===== src/rtl/flash_cmd_seq.sv =====
// SPI-flash command sequencer: chip select, opcode, address, data, release.
// Drives the byte-wide serial_io shifter through SIO_WS / SIO_BUSY.
module flash_cmd_seq #(
  parameter int NW  = 9,
  parameter int CSS = 2,
  parameter int CSH = 4
) (
  input  logic          CLK,
  input  logic          RSTN,
  input  logic          CMD_GO,
  input  logic [7:0]    CMD_OP,
  input  logic [23:0]   CMD_ADDR,
  input  logic [1:0]    CMD_NADDR,
  input  logic [NW-1:0] CMD_NDATA,
  input  logic          CMD_RD,
  input  logic [7:0]    WD,
  input  logic          WD_VLD,
  output logic          WD_ACK,
  output logic [7:0]    RD,
  output logic          RD_STB,
  output logic          BUSY,
  output logic          DONE,
  output logic          FCS,
  output logic          SIO_WS,
  output logic [7:0]    SIO_WD,
  input  logic          SIO_BUSY,
  input  logic [7:0]    SIO_RD
);

  typedef enum logic [2:0] {
    IDLE, SETUP, OPC, ADR, DAT, WRW, WAIT, HOLD
  } state_t;

  localparam logic [7:0] CSS_L = 8'(CSS - 1);
  localparam logic [7:0] CSH_L = 8'(CSH - 1);

  state_t          st;
  logic [7:0]      op;
  logic [23:0]     addr;
  logic [1:0]      nadr;
  logic [NW-1:0]   ndat;
  logic            rdm;
  logic            rd_pend;
  logic [7:0]      cnt;

  // Remaining count n selects byte n-1 counted from the LSB end.
  function automatic logic [7:0] adr_byte(
    input logic [23:0] a,
    input logic [1:0]  n
  );
    logic [7:0] b;
    b = a[7:0];
    unique case (1'b1)
      (n == 2'd3): b = a[23:16];
      (n == 2'd2): b = a[15:8];
      default:     b = a[7:0];
    endcase
    return b;
  endfunction

  always_ff @(posedge CLK or negedge RSTN) begin
    if (!RSTN) begin
      st      <= IDLE;
      op      <= '0;
      addr    <= '0;
      nadr    <= '0;
      ndat    <= '0;
      rdm     <= 1'b0;
      rd_pend <= 1'b0;
      cnt     <= '0;
      FCS     <= 1'b1;
      BUSY    <= 1'b0;
      DONE    <= 1'b0;
      SIO_WS  <= 1'b0;
      SIO_WD  <= '0;
      WD_ACK  <= 1'b0;
      RD_STB  <= 1'b0;
      RD      <= '0;
    end else begin
      SIO_WS <= 1'b0;
      WD_ACK <= 1'b0;
      RD_STB <= 1'b0;
      DONE   <= 1'b0;
      unique case (st)
        IDLE: begin
          if (CMD_GO) begin
            op      <= CMD_OP;
            addr    <= CMD_ADDR;
            nadr    <= CMD_NADDR;
            ndat    <= CMD_NDATA;
            rdm     <= CMD_RD;
            rd_pend <= 1'b0;
            cnt     <= '0;
            BUSY    <= 1'b1;
            FCS     <= 1'b0;
            st      <= SETUP;
          end
        end
        SETUP: begin
          if (cnt == CSS_L) begin
            SIO_WS <= 1'b1;
            SIO_WD <= op;
            st     <= OPC;
          end else begin
            cnt <= cnt + 8'd1;
          end
        end
        OPC, ADR, DAT: st <= WAIT;
        WAIT: begin
          if (!SIO_BUSY) begin
            rd_pend <= 1'b0;
            if (rd_pend) begin
              RD     <= SIO_RD;
              RD_STB <= 1'b1;
            end
            if (nadr != 2'd0) begin
              SIO_WS <= 1'b1;
              SIO_WD <= adr_byte(addr, nadr);
              nadr   <= nadr - 2'd1;
              st     <= ADR;
            end else if (ndat != '0) begin
              if (rdm) begin
                SIO_WS  <= 1'b1;
                SIO_WD  <= 8'h00;
                ndat    <= ndat - 1'b1;
                rd_pend <= 1'b1;
                st      <= DAT;
              end else if (WD_VLD) begin
                SIO_WS <= 1'b1;
                SIO_WD <= WD;
                WD_ACK <= 1'b1;
                ndat   <= ndat - 1'b1;
                st     <= DAT;
              end else begin
                st <= WRW;
              end
            end else begin
              FCS  <= 1'b1;
              cnt  <= '0;
              DONE <= (CSH == 1);
              st   <= HOLD;
            end
          end
        end
        // Host stall: chip select stays low, flash tolerates idle SCK.
        WRW: begin
          if (WD_VLD) begin
            SIO_WS <= 1'b1;
            SIO_WD <= WD;
            WD_ACK <= 1'b1;
            ndat   <= ndat - 1'b1;
            st     <= DAT;
          end
        end
        HOLD: begin
          if (cnt == CSH_L) begin
            BUSY <= 1'b0;
            st   <= IDLE;
          end else begin
            cnt  <= cnt + 8'd1;
            DONE <= ((cnt + 8'd1) == CSH_L);
          end
        end
        default: st <= IDLE;
      endcase
    end
  end

endmodule


===== config.mk =====
export PLATFORM = sky130hd
export DESIGN_NAME = flash_cmd_seq
export DESIGN_NICKNAME = d
export VERILOG_FILES = /design/src/rtl/flash_cmd_seq.sv
export SDC_FILE = /design/constraint.sdc
export NUM_CORES = 1
export LEC_CHECK = 0
export BUFFER_PORTS_ARGS = -buffer_cell sky130_fd_sc_hd__buf_2
export CAP_MARGIN = 30
export CORE_AREA = 2 2 78 117
export CTS_CLUSTER_DIAMETER = 30
export DETAILED_ROUTE_END_ITERATION = 12
export DIE_AREA = 0 0 80 119
export GPL_TIMING_DRIVEN = 0
export PLACE_DENSITY = 0.73
export SYNTH_ARGS = -nofsm -noshare
export SYNTH_HDL_FRONTEND = slang
export SYNTH_SLANG_ARGS = --single-unit

===== constraint.sdc =====
create_clock -name CLK -period 2.8 [get_ports CLK]
set_input_delay 0.42 -clock CLK [delete_from_list [all_inputs] [get_ports CLK]]
set_output_delay 0.42 -clock CLK [all_outputs]
set_load 0.01 [all_outputs]

**Word-level counts from Yosys, hierarchy flattened**

Index checks and enable logic that the tools add are counted.

- Add/subtract/negate cells: 3
- Multiply operators: 0
- Div/mod/pow operators: 0
- $lt $le $gt $ge: 0
- Equal/unequal tests: 24
- Shifts and indexed selects: 0
- Muxes and demuxes: 66
- Bitwise operators: 1
- Reductions and logical operators: 19

Operators with widths:

| cell | count |
|---|---|
| $mux W8 | 12 |
| $mux W9 | 6 |
| $pmux W8 S4 | 1 |
| $mux W1 | 27 |
| $pmux W9 S3 | 1 |
| $pmux W8 S3 | 1 |
| $ne A2 B2 Y1 const B | 11 |
| $mux W3 | 7 |
| $pmux W3 S6 | 1 |
| $eq A8 B2 Y1 const B | 2 |
| $pmux W8 S2 | 1 |
| $reduce_and A5 Y1 | 3 |
| $eq A3 B3 Y1 const B | 4 |
| $reduce_and A3 Y1 | 3 |
| $reduce_bool A9 Y1 | 1 |
| $sub A9 B1 Y9 const B | 1 |
| $add A8 B1 Y8 const B | 1 |
| $eq A8 B1 Y1 const B | 1 |
| $pmux W1 S2 | 4 |
| $reduce_and A4 Y1 | 2 |
| $reduce_and A7 Y1 | 1 |
| $eq A3 B2 Y1 const B | 2 |
| $mux W2 | 3 |
| $reduce_bool A2 Y1 | 3 |
| 12 further kinds | 14 |

- Register bits: 78
- Latch bits: 0
- RAM bits: 0
- Bits in read-only memories: 0
- Input port bits: 65
- Output and inout port bits: 22
- Logic and storage cells: 129
- Memories kept: 0

**Longest topological paths before layout**

Gate-level depths: netlist (run 1).

- Word-level depth: 7
- Depth in mapped cells: 9
- Gate-level depth less buffers: 7

**Worst setup path after synthesis (run 1)**

No wires, ideal clock.

- Kind: register -> register
- Start: reg ndat[0]
- End: reg SIO_WD[0]
- Setup time: 0.125 ns
- Arrival: 2.058 ns
- Data required time: 2.675 ns
- Path slack: 0.617 ns
- Cell stages (with the launch flop): 8
- Period minus slack after synthesis: 2.183 ns
- Cell sequence: dfrtp_1 -> inv_1 -> ha_1 -> or4b_4 -> nor4_4 -> a22o_1 -> buf_4 -> mux2_2

- Cells in the longest elaborated chain, start to end: 3

RTL lines:

| item | line | RTL |
|---|---|---|
| start: declaration | 41 | `logic [NW-1:0] ndat;` |
| start signal: assignment | 125 | `ndat <= ndat - 1'b1;` |
| start signal: assignment | 132 | `ndat <= ndat - 1'b1;` |
| start signal: assignment | 151 | `ndat <= ndat - 1'b1;` |
| $reduce_bool A9 Y1 | 121 | `end else if (ndat != '0) begin` |
| $ne A3 B3 Y1 (no line) | n/a |  |
| $reduce_and A4 Y1 (no line) | n/a |  |
| end signal: assignment | 102 | `SIO_WD <= op;` |
| end signal: assignment | 118 | `SIO_WD <= adr_byte(addr, nadr);` |
| end: declaration | 25 | `output logic [7:0] SIO_WD,` |

No other way between the ends.
A chain may end at the register's enable or synchronous reset.

**Worst setup path in the final report (run 1)**

- Start: reg nadr[0]
- End: reg ndat[2]

- Cells in the longest elaborated chain, start to end: 3

RTL lines:

| item | line | RTL |
|---|---|---|
| start: declaration | 40 | `logic [1:0] nadr;` |
| start signal: assignment | 119 | `nadr <= nadr - 2'd1;` |
| $reduce_bool A2 Y1 | 116 | `if (nadr != 2'd0) begin` |
| $ne A2 B2 Y1 (no line) | n/a |  |
| $reduce_and A5 Y1 (no line) | n/a |  |

No other way between the ends.

==> reports/qor.log, run 1 <==
[floorplanning] number of cell rows 42
[critical_path] data arrival time of the critical path 2.71 ns
[critical_path] delay of the slowest cell on the worst path 0.51 ns
[drt] detailed-route wire length 9870 µm
[global_routing] number of antenna violations at the first check in global routing 0
[layout] total inserted antenna cells 0
[timing] post-route setup slack 0.299 ns
[clock_network] Post-CTS Setup Inserts 0
[clock_network] largest buffer count on any clock path 2
[logic_synthesis] net count of the mapped netlist 450
[logic_synthesis] synthesized netlist cell count 378
[critical_path] Worst setup SP type register
[timing] max-slew violations 0
[floorplanning] die width 80 µm
[layout] layout cell share with drive strength beyond 1 37.6%
[logic_synthesis] unique cell type count in the Yosys netlist 62
[drt] Initial DRC Count 174
[logic_synthesis] share of the yosys chip area belonging to registers 47.4%
[place] DPL Wire Length 7360 µm
[clock_network] number of clock sinks 78
[drt] total DRC errors in the routed layout 0
[layout] end-of-flow core utilization 58.2%
[critical_path] WP data required 3.01 ns
[floorplanning] DIE HEIGHT 119 µm
[logic_synthesis] #FFs+latches synth 78
[power] PwrDens 489 nW/µm²
[layout] number of fillers in the final layout 780
[global_routing] largest net degree at the start of global routing 48
[global_routing] global-route wire length before repair 16300 µm
[clock_network] clock tree from TritonCTS built
[timing] transition time at the pin with the least slew margin 0.760 ns
[place] weighted congestion at the end of routability-driven global placement 0.880
[floorplanning] Die Footprint 9520 µm²
[logic_synthesis] average size of a mapped cell 10.9 µm²
[place] setup slack at placement 0.302 ns
[place] post-detailed-placement cell area 4720 µm²
[clock_network] Post-CTS Resized 0
[drt] number of iterations in the first detailed-routing pass 5
[layout] commonest cells after routing, fill and taps aside 91 x buf_2, 77 x dfrtp_1, 57 x mux2_2
[clock_network] hold_buf cts 0
[drt] antenna violation net count after detailed routing 0
[layout] number of nets in the finished design 548
[critical_path] critical path's most frequent cell o21ai_0
[layout] number of cells in the finished layout apart from fillers 591
[drt] post-detailed-route wirelength per cell 16.7 µm
[layout] synth-to-layout area growth 21.7%
[layout] most common cell after layout, fill and taps aside buf_2
[run] max-capacitance violation count 0
[global_routing] Congestion Overflow GR 0
[drt] number of vias in the routed layout 3364
[clock_network] maximum level of the CTS H-tree 3
[logic_synthesis] most used flip-flop cell after synthesis dfrtp_1
[critical_path] Reg-to-Reg Start nadr[0]
[floorplanning] area of the core 8620 µm²
[global_routing] via count of the first global-routing pass 3328
[critical_path] critical-path cell with the highest stage delay or4bb_1
[place] count of placed standard cells including taps 575
[logic_synthesis] Synth Warn # 0
[place] total of buffers placed on input and output ports 86
[timing] Fmax 0.400 GHz
[logic_synthesis] number of enable-type register cells in the synthesized netlist 0
[critical_path] maximum fanout along the worst path 10
[critical_path] reg-to-reg endpoint ndat[2]
[critical_path] kind of end point of the critical path register
[timing] Final setup violation count 0
[run_status] run status finished, final reports clean
[global_routing] total routing usage reported by global routing 21.9%
[timing] Final period util 89.3%
[power] leakage power of the design 2.40 nW
[clock_network] clock input transition at the sequential cells of the worst setup and hold paths 0.06 ns
[clock_network] Clk Latency, worst-skew pair 0.34 ns
[clock_network] buffer cell driving the clock tree root clkbuf_16
[timing] Final Hold Fails 0
[timing] final worst path period need 2.50 ns
[timing] worst relative slew slack 49.4%
[layout] Post-Layout Inst Area 5010 µm²
[critical_path] path type of the worst setup path register to register
[drt] Vias per Instance 5.69
[timing] RSZ-0062 raised after global routing false
[worst_hold_path] worst hold path class input pin to async pin
[clock_network] clock buffer count from CTS 9
[timing] clock skew 0.0101 ns
[critical_path] cell-by-cell listing of the critical path inv_1 > ha_1 > clkbuf_1 > or4bb_1 > o211ai_1 > nand3b_1 > o21ai_0 > o21ai_0
[floorplanning] Boundary Pins 87
[floorplanning] Initial Utilization 47.8%
[power] IR Drop Worst-Case VDD 0.426 mV
[critical_path] worst-case register-to-register setup slack 0.30 ns
[logic_synthesis] Post-synth ARST share 100%
[logic_synthesis] summed instance area of the synthesized netlist 4120 µm²
[critical_path] depth of the worst register-to-register path 8
[timing] Fin Setup TNS 0 ns
==> report_power, final <==
group / internal, mW / switching, mW / total, mW
clock network: 0.716 / 0.444 / 1.16
registers: 1.15 / 0.0136 / 1.17
logic: 0.0706 / 0.0568 / 0.127
==> Yosys cell counts, types with 6 or more instances <==
cell type / n / area share (%)
a21oi_1: 21 / 2.6
a221o_1: 8 / 1.9
a22oi_1: 13 / 2.4
buf_2: 6 / 0.73
dfrtp_1: 77 / 47
ha_1: 7 / 2.1
inv_1: 12 / 1.1
mux2_2: 57 / 16
nand2_1: 24 / 2.2
nand2b_1: 6 / 0.91
nor2_1: 19 / 1.7
nor3_1: 7 / 0.85
o21ai_0: 30 / 3.6
==> state kept, by name (all words and copies together) (netlist names), 2 cells and up <==
| signal | flops |
|---|---|
| cnt | 8 |
| SIO_WD | 8 |
| RD | 8 |
| ndat | 9 |
| op | 8 |
| st | 3 |
| addr | 24 |
| nadr | 2 |
==> worst max-delay path: cells and delay by family (launching register included) <==
family	cells	cell delay, ns
flops	1	0.38
compound gates	3	0.57
simple gates	2	0.79
fa+ha+maj	1	0.16
buf+inv	2	0.46
==> through the flow <==
step	power, mW	hold slack, ns
2_1_floorplan	1.23	0.124
3_3_place_gp	1.30	0.449
3_5_place_dp	1.32	0.389
4_1_cts	2.48	0.0261
5_1_grt	2.54	0.0561
6_report	2.45	0.0220
==> how the worst max path moves through the flow <==
stage | start | to | cells past startpoint | slack, ns
4_1_cts | nadr[0] | ndat[8] | 8 | 0.30
6_report | nadr[0] | ndat[2] | 8 | 0.30
3_5_place_dp | nadr[0] | ndat[2] | 8 | 0.30
5_1_grt | nadr[0] | ndat[1] | 8 | 0.09
2_1_floorplan | ndat[0] | SIO_WD[0] | 7 | 0.62
3_3_place_gp | nadr[0] | ndat[2] | 8 | 0.35
==> kinds of logic after synthesis <==
| family | Yosys count | synth area share, % |
|---|---|---|
| buffers and inverters | 31 | 3.46 |
| AND/OR/NAND/NOR | 95 | 13.5 |
| flip-flops | 78 | 47.4 |
| XOR/XNOR | 2 | 0.425 |
| AO/OA/AOI/OAI | 107 | 17.2 |
| adder cells (fa/ha/maj) | 7 | 2.13 |
| multiplexers | 58 | 15.9 |
==> metal layers <==
metal	share of wire, %	wire [µm]	vias up	GRT usage (%)
met5	0	0	-	0
met4	1.8	173	0	8.26
met3	5.2	516	13	4.55
met2	54	5290	106	37.0
met1	39	3890	1649	27.1
li1	-	-	1596	-
==> final cells by class <==
type,instances,area (µm²),area share (%)
Buffer,19,97.6,1.95
Clock inverter,3,43.8,0.874
Tap cell,110,138,2.75
Clock buffer,13,250,4.99
Timing Repair Buffer,87,460,9.19
Inverter,12,45.0,0.899
Sequential cell,78,1950,39.0
Multi-Input combinational cell,269,2020,40.4
Power figures use the tool's default switching activity.
==> inputs of run 2 (changes only) <==
--- a/config.mk
+++ b/config.mk
@@ -7,12 +7,13 @@
 export LEC_CHECK = 0
 export BUFFER_PORTS_ARGS = -buffer_cell sky130_fd_sc_hd__buf_2
 export CAP_MARGIN = 30
-export CORE_AREA = 2 2 78 117
+export CORE_AREA = 2 2 74 112
+export CTS_BUF_LIST = sky130_fd_sc_hd__clkbuf_4 sky130_fd_sc_hd__clkbuf_8 sky130_fd_sc_hd__clkbuf_16
 export CTS_CLUSTER_DIAMETER = 30
 export DETAILED_ROUTE_END_ITERATION = 12
-export DIE_AREA = 0 0 80 119
+export DIE_AREA = 0 0 76 114
 export GPL_TIMING_DRIVEN = 0
-export PLACE_DENSITY = 0.73
+export PLACE_DENSITY = 0.79
 export SYNTH_ARGS = -nofsm -noshare
 export SYNTH_HDL_FRONTEND = slang
 export SYNTH_SLANG_ARGS = --single-unit
==> constraint.sdc (replaced) <==
create_clock -name CLK -period 2.6 [get_ports CLK]
set_input_delay 0.39 -clock CLK [delete_from_list [all_inputs] [get_ports CLK]]
set_output_delay 0.39 -clock CLK [all_outputs]
set_load 0.01 [all_outputs]
==> run 2 against run 1 <==
The run now ends with hold timing left. Highest routed layer unchanged. Total power grew 2.5%. Wire length shrank 2.0%. Clock power shrank 3%. Largest power group unchanged. First-iteration DRC count grew 41%. Non-clock buffer count shrank 1. Critical endpoint is now SIO_WD[2]. Clock skew shrank 0.0044 ns. Critical path type unchanged.
==> reports/qor.log, run 2 (same netlist as run 1, synthesis figures left out) <==
[floorplanning] number of cell rows 40
[global_routing] number of antenna violations at the first check in global routing 0
[drt] post-detailed-route wirelength per cell 16.6 µm
[timing] Fin Setup TNS 0 ns
[timing] transition time at the pin with the least slew margin 0.753 ns
[timing] Fmax 0.414 GHz
[critical_path] maximum fanout along the worst path 8
[layout] layout cell share with drive strength beyond 1 38.4%
[timing] worst relative slew slack 49.8%
[drt] number of vias in the routed layout 3421
[timing] max-slew violations 0
[layout] synth-to-layout area growth 20.6%
[clock_network] number of clock sinks 78
[floorplanning] die width 76 µm
[global_routing] total routing usage reported by global routing 23.1%
[layout] Post-Layout Inst Area 4970 µm²
[layout] commonest cells after routing, fill and taps aside 91 x buf_2, 77 x dfrtp_1, 57 x mux2_2
[critical_path] Worst setup startpoint ndat[0]
[drt] total DRC errors in the routed layout 0
[drt] Initial DRC Count 246
[clock_network] maximum level of the CTS H-tree 3
[drt] Vias per Instance 5.86
[critical_path] depth of the worst register-to-register path 7
[power] part of the total power dissipated in sequential elements 50.0%
[floorplanning] area of the core 7760 µm²
[critical_path] WP data required 2.83 ns
[floorplanning] DIE HEIGHT 114 µm
[power] cell internal power dissipation 1.96 mW
[run_status] run status finished with violations
[critical_path] worst setup path endpoint SIO_WD[2]
[global_routing] largest net degree at the start of global routing 48
[critical_path] Worst setup SP type register
[worst_hold_path] worst hold path class input pin to async pin
[power] part of the total power dissipated in combinational logic 5.4%
[drt] number of iterations in the first detailed-routing pass 4
[global_routing] via count of the first global-routing pass 3410
[power] PwrDens 506 nW/µm²
[timing] Final setup violation count 0
[critical_path] kind of end point of the critical path register
[run_status] violated checks hold timing
[place] DPL Wire Length 7220 µm
[power] switching share of power 22.0%
[power] net switching power figure 0.553 mW
[layout] end-of-flow core utilization 64.1%
[floorplanning] Die Footprint 8660 µm²
[power] leakage power of the design 2.39 nW
[critical_path] worst-case register-to-register setup slack 0.19 ns
[drt] detailed-route wire length 9680 µm
[critical_path] data arrival time of the critical path 2.64 ns
[layout] total inserted antenna cells 0
[clock_network] Post-CTS Resized 0
[clock_network] largest buffer count on any clock path 2
[timing] RSZ-0062 raised after global routing false
[drt] antenna violation net count after detailed routing 0
[layout] number of nets in the finished design 547
[power] final total power 2.51 mW
[timing] clock skew 0.00574 ns
[run] max-capacitance violation count 0
[clock_network] Clk Latency, worst-skew pair 0.34 ns
[critical_path] path type of the worst setup path register to register
[layout] most common cell after layout, fill and taps aside buf_2
[clock_network] clock buffer count from CTS 9
[global_routing] Congestion Overflow GR 0
[timing] worst hold margin -0.0192 ns
[place] total of buffers placed on input and output ports 86
[timing] Final Hold Fails 30
[layout] flip-flop count of the largest register after layout 24
[clock_network] hold_buf cts 0
[critical_path] Reg-to-Reg Start ndat[0]
[timing] Final period util 92.8%
[clock_network] buffer cell driving the clock tree root clkbuf_16
[layout] Regs by FF count addr (24), ndat (9)
[layout] most flop-heavy register addr
[clock_network] clock tree from TritonCTS built
[power] IR Drop Worst-Case VDD 0.463 mV
[clock_network] Post-CTS Setup Inserts 0
[power] part of the power in the clock network 44.6%
[critical_path] reg-to-reg endpoint SIO_WD[2]
[timing] final worst path period need 2.41 ns
[clock_network] clock input transition at the sequential cells of the worst setup and hold paths 0.06 ns
[place] weighted congestion at the end of routability-driven global placement 0.852
[place] post-detailed-placement cell area 4710 µm²
[floorplanning] Boundary Pins 87
[floorplanning] Initial Utilization 53.1%
[global_routing] global-route wire length before repair 15900 µm
-- run 2: final cells by class --
| cell class | count | area, µm² |
|---|---|---|
| plain buffers | 18 | 93.8 |
| clock buffers | 10 | 233 |
| clock inverters | 5 | 27.5 |
| fillers | 609 | 2790 |
| inverters | 12 | 45.0 |
| multi-input cells | 269 | 2030 |
| flip-flops and latches | 78 | 1950 |
| well taps | 105 | 131 |
| repair buffers | 87 | 460 |
-- run 2: routing by layer --
layer	vias to the layer above	wire (µm)	GRT usage [%]
li1	1604	-	-
met1	1663	3610	25.3
met2	126	5220	41.4
met3	28	546	4.35
met4	0	308	14.4
met5	-	0	0
-- run 2: how the worst min path moves through the flow --
stage | endpoint
after floorplan | BUSY
after detailed placement | cnt[5]
after global routing | cnt[5]
after CTS | cnt[5]
after global placement | FCS
final | cnt[5]
-- run 2: through the flow --
stage | instances | setup WS (ns)
6_report | 584 | 0.186
5_1_grt | 584 | 0.0502
4_1_cts | 585 | 0.106
3_5_place_dp | 570 | 0.115
3_3_place_gp | 569 | 0.201
2_1_floorplan | 378 | 0.417
-- run 2: worst max-delay path: stages, from the launching register on --
cell and delay (ns):
dfrtp_1 0.40, inv_1 0.08, ha_1 0.21, or4b_4 0.54, nor4_4 0.35, a22o_1 0.19, buf_4 0.18, mux2_2 0.35
-- run 2: power by group through the flow --
stage	Clock, mW	Combinational (mW)	Sequential (mW)
after global placement	0	0.128	1.27
after detailed placement	0	0.139	1.28
after CTS	1.13	0.139	1.26
final	1.12	0.136	1.26
after global routing	1.18	0.152	1.26
after floorplan	0	0.0507	1.27
==> inputs of run 3 (changes only) <==
--- a/config.mk
+++ b/config.mk
@@ -7,13 +7,13 @@
 export LEC_CHECK = 0
 export BUFFER_PORTS_ARGS = -buffer_cell sky130_fd_sc_hd__buf_2
 export CAP_MARGIN = 30
-export CORE_AREA = 2 2 74 112
+export CORE_AREA = 2 2 82 123
 export CTS_BUF_LIST = sky130_fd_sc_hd__clkbuf_4 sky130_fd_sc_hd__clkbuf_8 sky130_fd_sc_hd__clkbuf_16
 export CTS_CLUSTER_DIAMETER = 30
 export DETAILED_ROUTE_END_ITERATION = 12
-export DIE_AREA = 0 0 76 114
+export DIE_AREA = 0 0 84 125
 export GPL_TIMING_DRIVEN = 0
-export PLACE_DENSITY = 0.79
+export PLACE_DENSITY = 0.67
 export SYNTH_ARGS = -nofsm -noshare
 export SYNTH_HDL_FRONTEND = slang
 export SYNTH_SLANG_ARGS = --single-unit
==> run 3 against run 2 <==
Critical endpoint is now SIO_WD[1]. The run now ends clean. Maximum frequency decreased by 2.2%. Sequential power about the same. Die area increased by 21%. Hold slack improved by 0.028 ns. Final area increased by 1.3%. Sequential cell count unchanged. Global-route usage decreased by 3.3 points. Total power increased by 6.8%. Clock power increased by 15%. Wire length increased by 2.7%.
==> reports/qor.log, run 3 (same netlist as run 1, synthesis figures left out) <==
[critical_path] Worst setup SP type register
[power] net switching power figure 0.572 mW
[global_routing] Congestion Overflow GR 0
[layout] commonest cells after routing, fill and taps aside 91 x buf_2, 77 x dfrtp_1, 57 x mux2_2
[timing] final worst path period need 2.47 ns
[critical_path] WP data required 2.82 ns
[timing] Final setup violation count 0
[timing] Final period util 94.9%
[global_routing] total routing usage reported by global routing 19.8%
[floorplanning] die width 84 µm
[power] switching share of power 21.3%
[drt] antenna violation net count after detailed routing 0
[layout] synth-to-layout area growth 22.2%
[critical_path] path type of the worst setup path register to register
[critical_path] maximum fanout along the worst path 8
[drt] number of vias in the routed layout 3359
[layout] number of nets in the finished design 547
[worst_hold_path] worst hold path class input pin to async pin
[clock_network] clock input transition at the sequential cells of the worst setup and hold paths 0.06 ns
[power] part of the power in the clock network 48.2%
[drt] Initial DRC Count 201
[critical_path] depth of the worst register-to-register path 7
[clock_network] Post-CTS Resized 0
[place] DPL Wire Length 7460 µm
[timing] Fin Setup TNS 0 ns
[critical_path] reg-to-reg endpoint SIO_WD[1]
[drt] Vias per Instance 5.65
[power] IR Drop Worst-Case VDD 0.407 mV
[clock_network] maximum level of the CTS H-tree 3
[clock_network] Post-CTS Setup Inserts 0
[drt] total DRC errors in the routed layout 0
[timing] transition time at the pin with the least slew margin 0.765 ns
[floorplanning] Die Footprint 10500 µm²
[layout] total inserted antenna cells 0
[timing] worst hold margin 0.00849 ns
[critical_path] worst-case register-to-register setup slack 0.13 ns
[layout] most common cell after layout, fill and taps aside buf_2
[run_status] run status finished, final reports clean
[clock_network] largest buffer count on any clock path 2
[drt] post-detailed-route wirelength per cell 16.7 µm
[run] max-capacitance violation count 0
[power] leakage power of the design 2.41 nW
[timing] max-slew violations 0
[timing] clock skew 0.00466 ns
[critical_path] kind of end point of the critical path register
[drt] number of iterations in the first detailed-routing pass 4
[global_routing] via count of the first global-routing pass 3450
[layout] Regs by FF count addr (24), ndat (9)
[clock_network] number of clock sinks 78
[critical_path] Reg-to-Reg Start ndat[0]
[timing] worst relative slew slack 49.0%
[place] weighted congestion at the end of routability-driven global placement 0.901
[power] cell internal power dissipation 2.11 mW
[floorplanning] Initial Utilization 43.3%
[power] part of the total power dissipated in sequential elements 46.7%
[layout] layout cell share with drive strength beyond 1 38.5%
[power] part of the total power dissipated in combinational logic 5.1%
[timing] RSZ-0062 raised after global routing false
[critical_path] data arrival time of the critical path 2.68 ns
[clock_network] buffer cell driving the clock tree root clkbuf_16
[floorplanning] number of cell rows 44
[clock_network] hold_buf cts 0
[floorplanning] DIE HEIGHT 125 µm
[layout] most flop-heavy register addr
[floorplanning] area of the core 9520 µm²
[power] PwrDens 533 nW/µm²
[clock_network] Clk Latency, worst-skew pair 0.33 ns
[timing] Fmax 0.405 GHz
[drt] detailed-route wire length 9940 µm
[critical_path] Worst setup startpoint ndat[0]
[clock_network] clock tree from TritonCTS built
[global_routing] number of antenna violations at the first check in global routing 0
[floorplanning] Boundary Pins 87
[layout] flip-flop count of the largest register after layout 24
[layout] number of fillers in the final layout 851
[global_routing] global-route wire length before repair 16600 µm
[global_routing] largest net degree at the start of global routing 45
[place] total of buffers placed on input and output ports 86
[timing] Final Hold Fails 0
[clock_network] clock buffer count from CTS 9
[critical_path] worst setup path endpoint SIO_WD[1]
==> run 3: cell count changes in the layout (fill, tap and decap cells not counted), sizes merged <==
| cell | delta |
|---|---|
| clkbuf | +1 |
| bufinv | +1 |
| clkinvlp | -1 |
==> run 3: power by group through the flow <==
| stage | Combinational, mW | Clock (mW) | Sequential, mW |
|---|---|---|---|
| after CTS | 0.141 | 1.32 | 1.25 |
| after floorplan | 0.0507 | 0 | 1.27 |
| after detailed placement | 0.140 | 0 | 1.28 |
| final | 0.137 | 1.29 | 1.25 |
| after global routing | 0.154 | 1.37 | 1.26 |
| after global placement | 0.131 | 0 | 1.28 |
==> run 3: cell type report <==
type	instances	area [µm²]	share of cell area, %
clock buffer	11	253	5.02
multi-input combinational	269	2030	40.3
tap	115	144	2.86
inverter	12	45.0	0.895
clock inverter	5	57.6	1.14
buffer	18	93.8	1.86
timing repair buffer	87	460	9.15
sequential	78	1950	38.8
==> run 3: worst max-delay path, stage by stage (launching register included) <==
cell,delay [ns]
dfrtp_1,0.41
inv_1,0.09
ha_1,0.21
or4b_4,0.54
nor4_4,0.38
a22o_1,0.19
buf_4,0.18
mux2_2,0.35
==> run 3: through the flow <==
stage	total power [mW]	instances	util [%]	cell area, µm²	worst slack, ns
final	2.68	595	52.9	5030	0.132
after global routing	2.78	595	52.9	5030	0.0441
after detailed placement	1.42	580	49.6	4720	0.0766
after global placement	1.41	579	49.3	4690	0.177
after CTS	2.72	596	52.9	5030	0.0545
after floorplan	1.32	378	-	4120	0.417
==> run 3: layer usage <==
| metal | GRT usage, % | vias up | wire (µm) | part of all wire (%) |
|---|---|---|---|---|
| li1 | - | 1600 | - | - |
| met1 | 22.9 | 1662 | 3910 | 39 |
| met2 | 34.3 | 81 | 5400 | 54 |
| met3 | 4.42 | 16 | 444 | 4.5 |
| met4 | 9.68 | 0 | 182 | 1.8 |
| met5 | 0 | - | 0 | 0 |
==> run 3: worst min-delay path by stage <==
stage | end
floorplan | BUSY
global placement | FCS
detailed placement | cnt[5]
CTS | cnt[5]
global route | cnt[5]
finish | cnt[5]
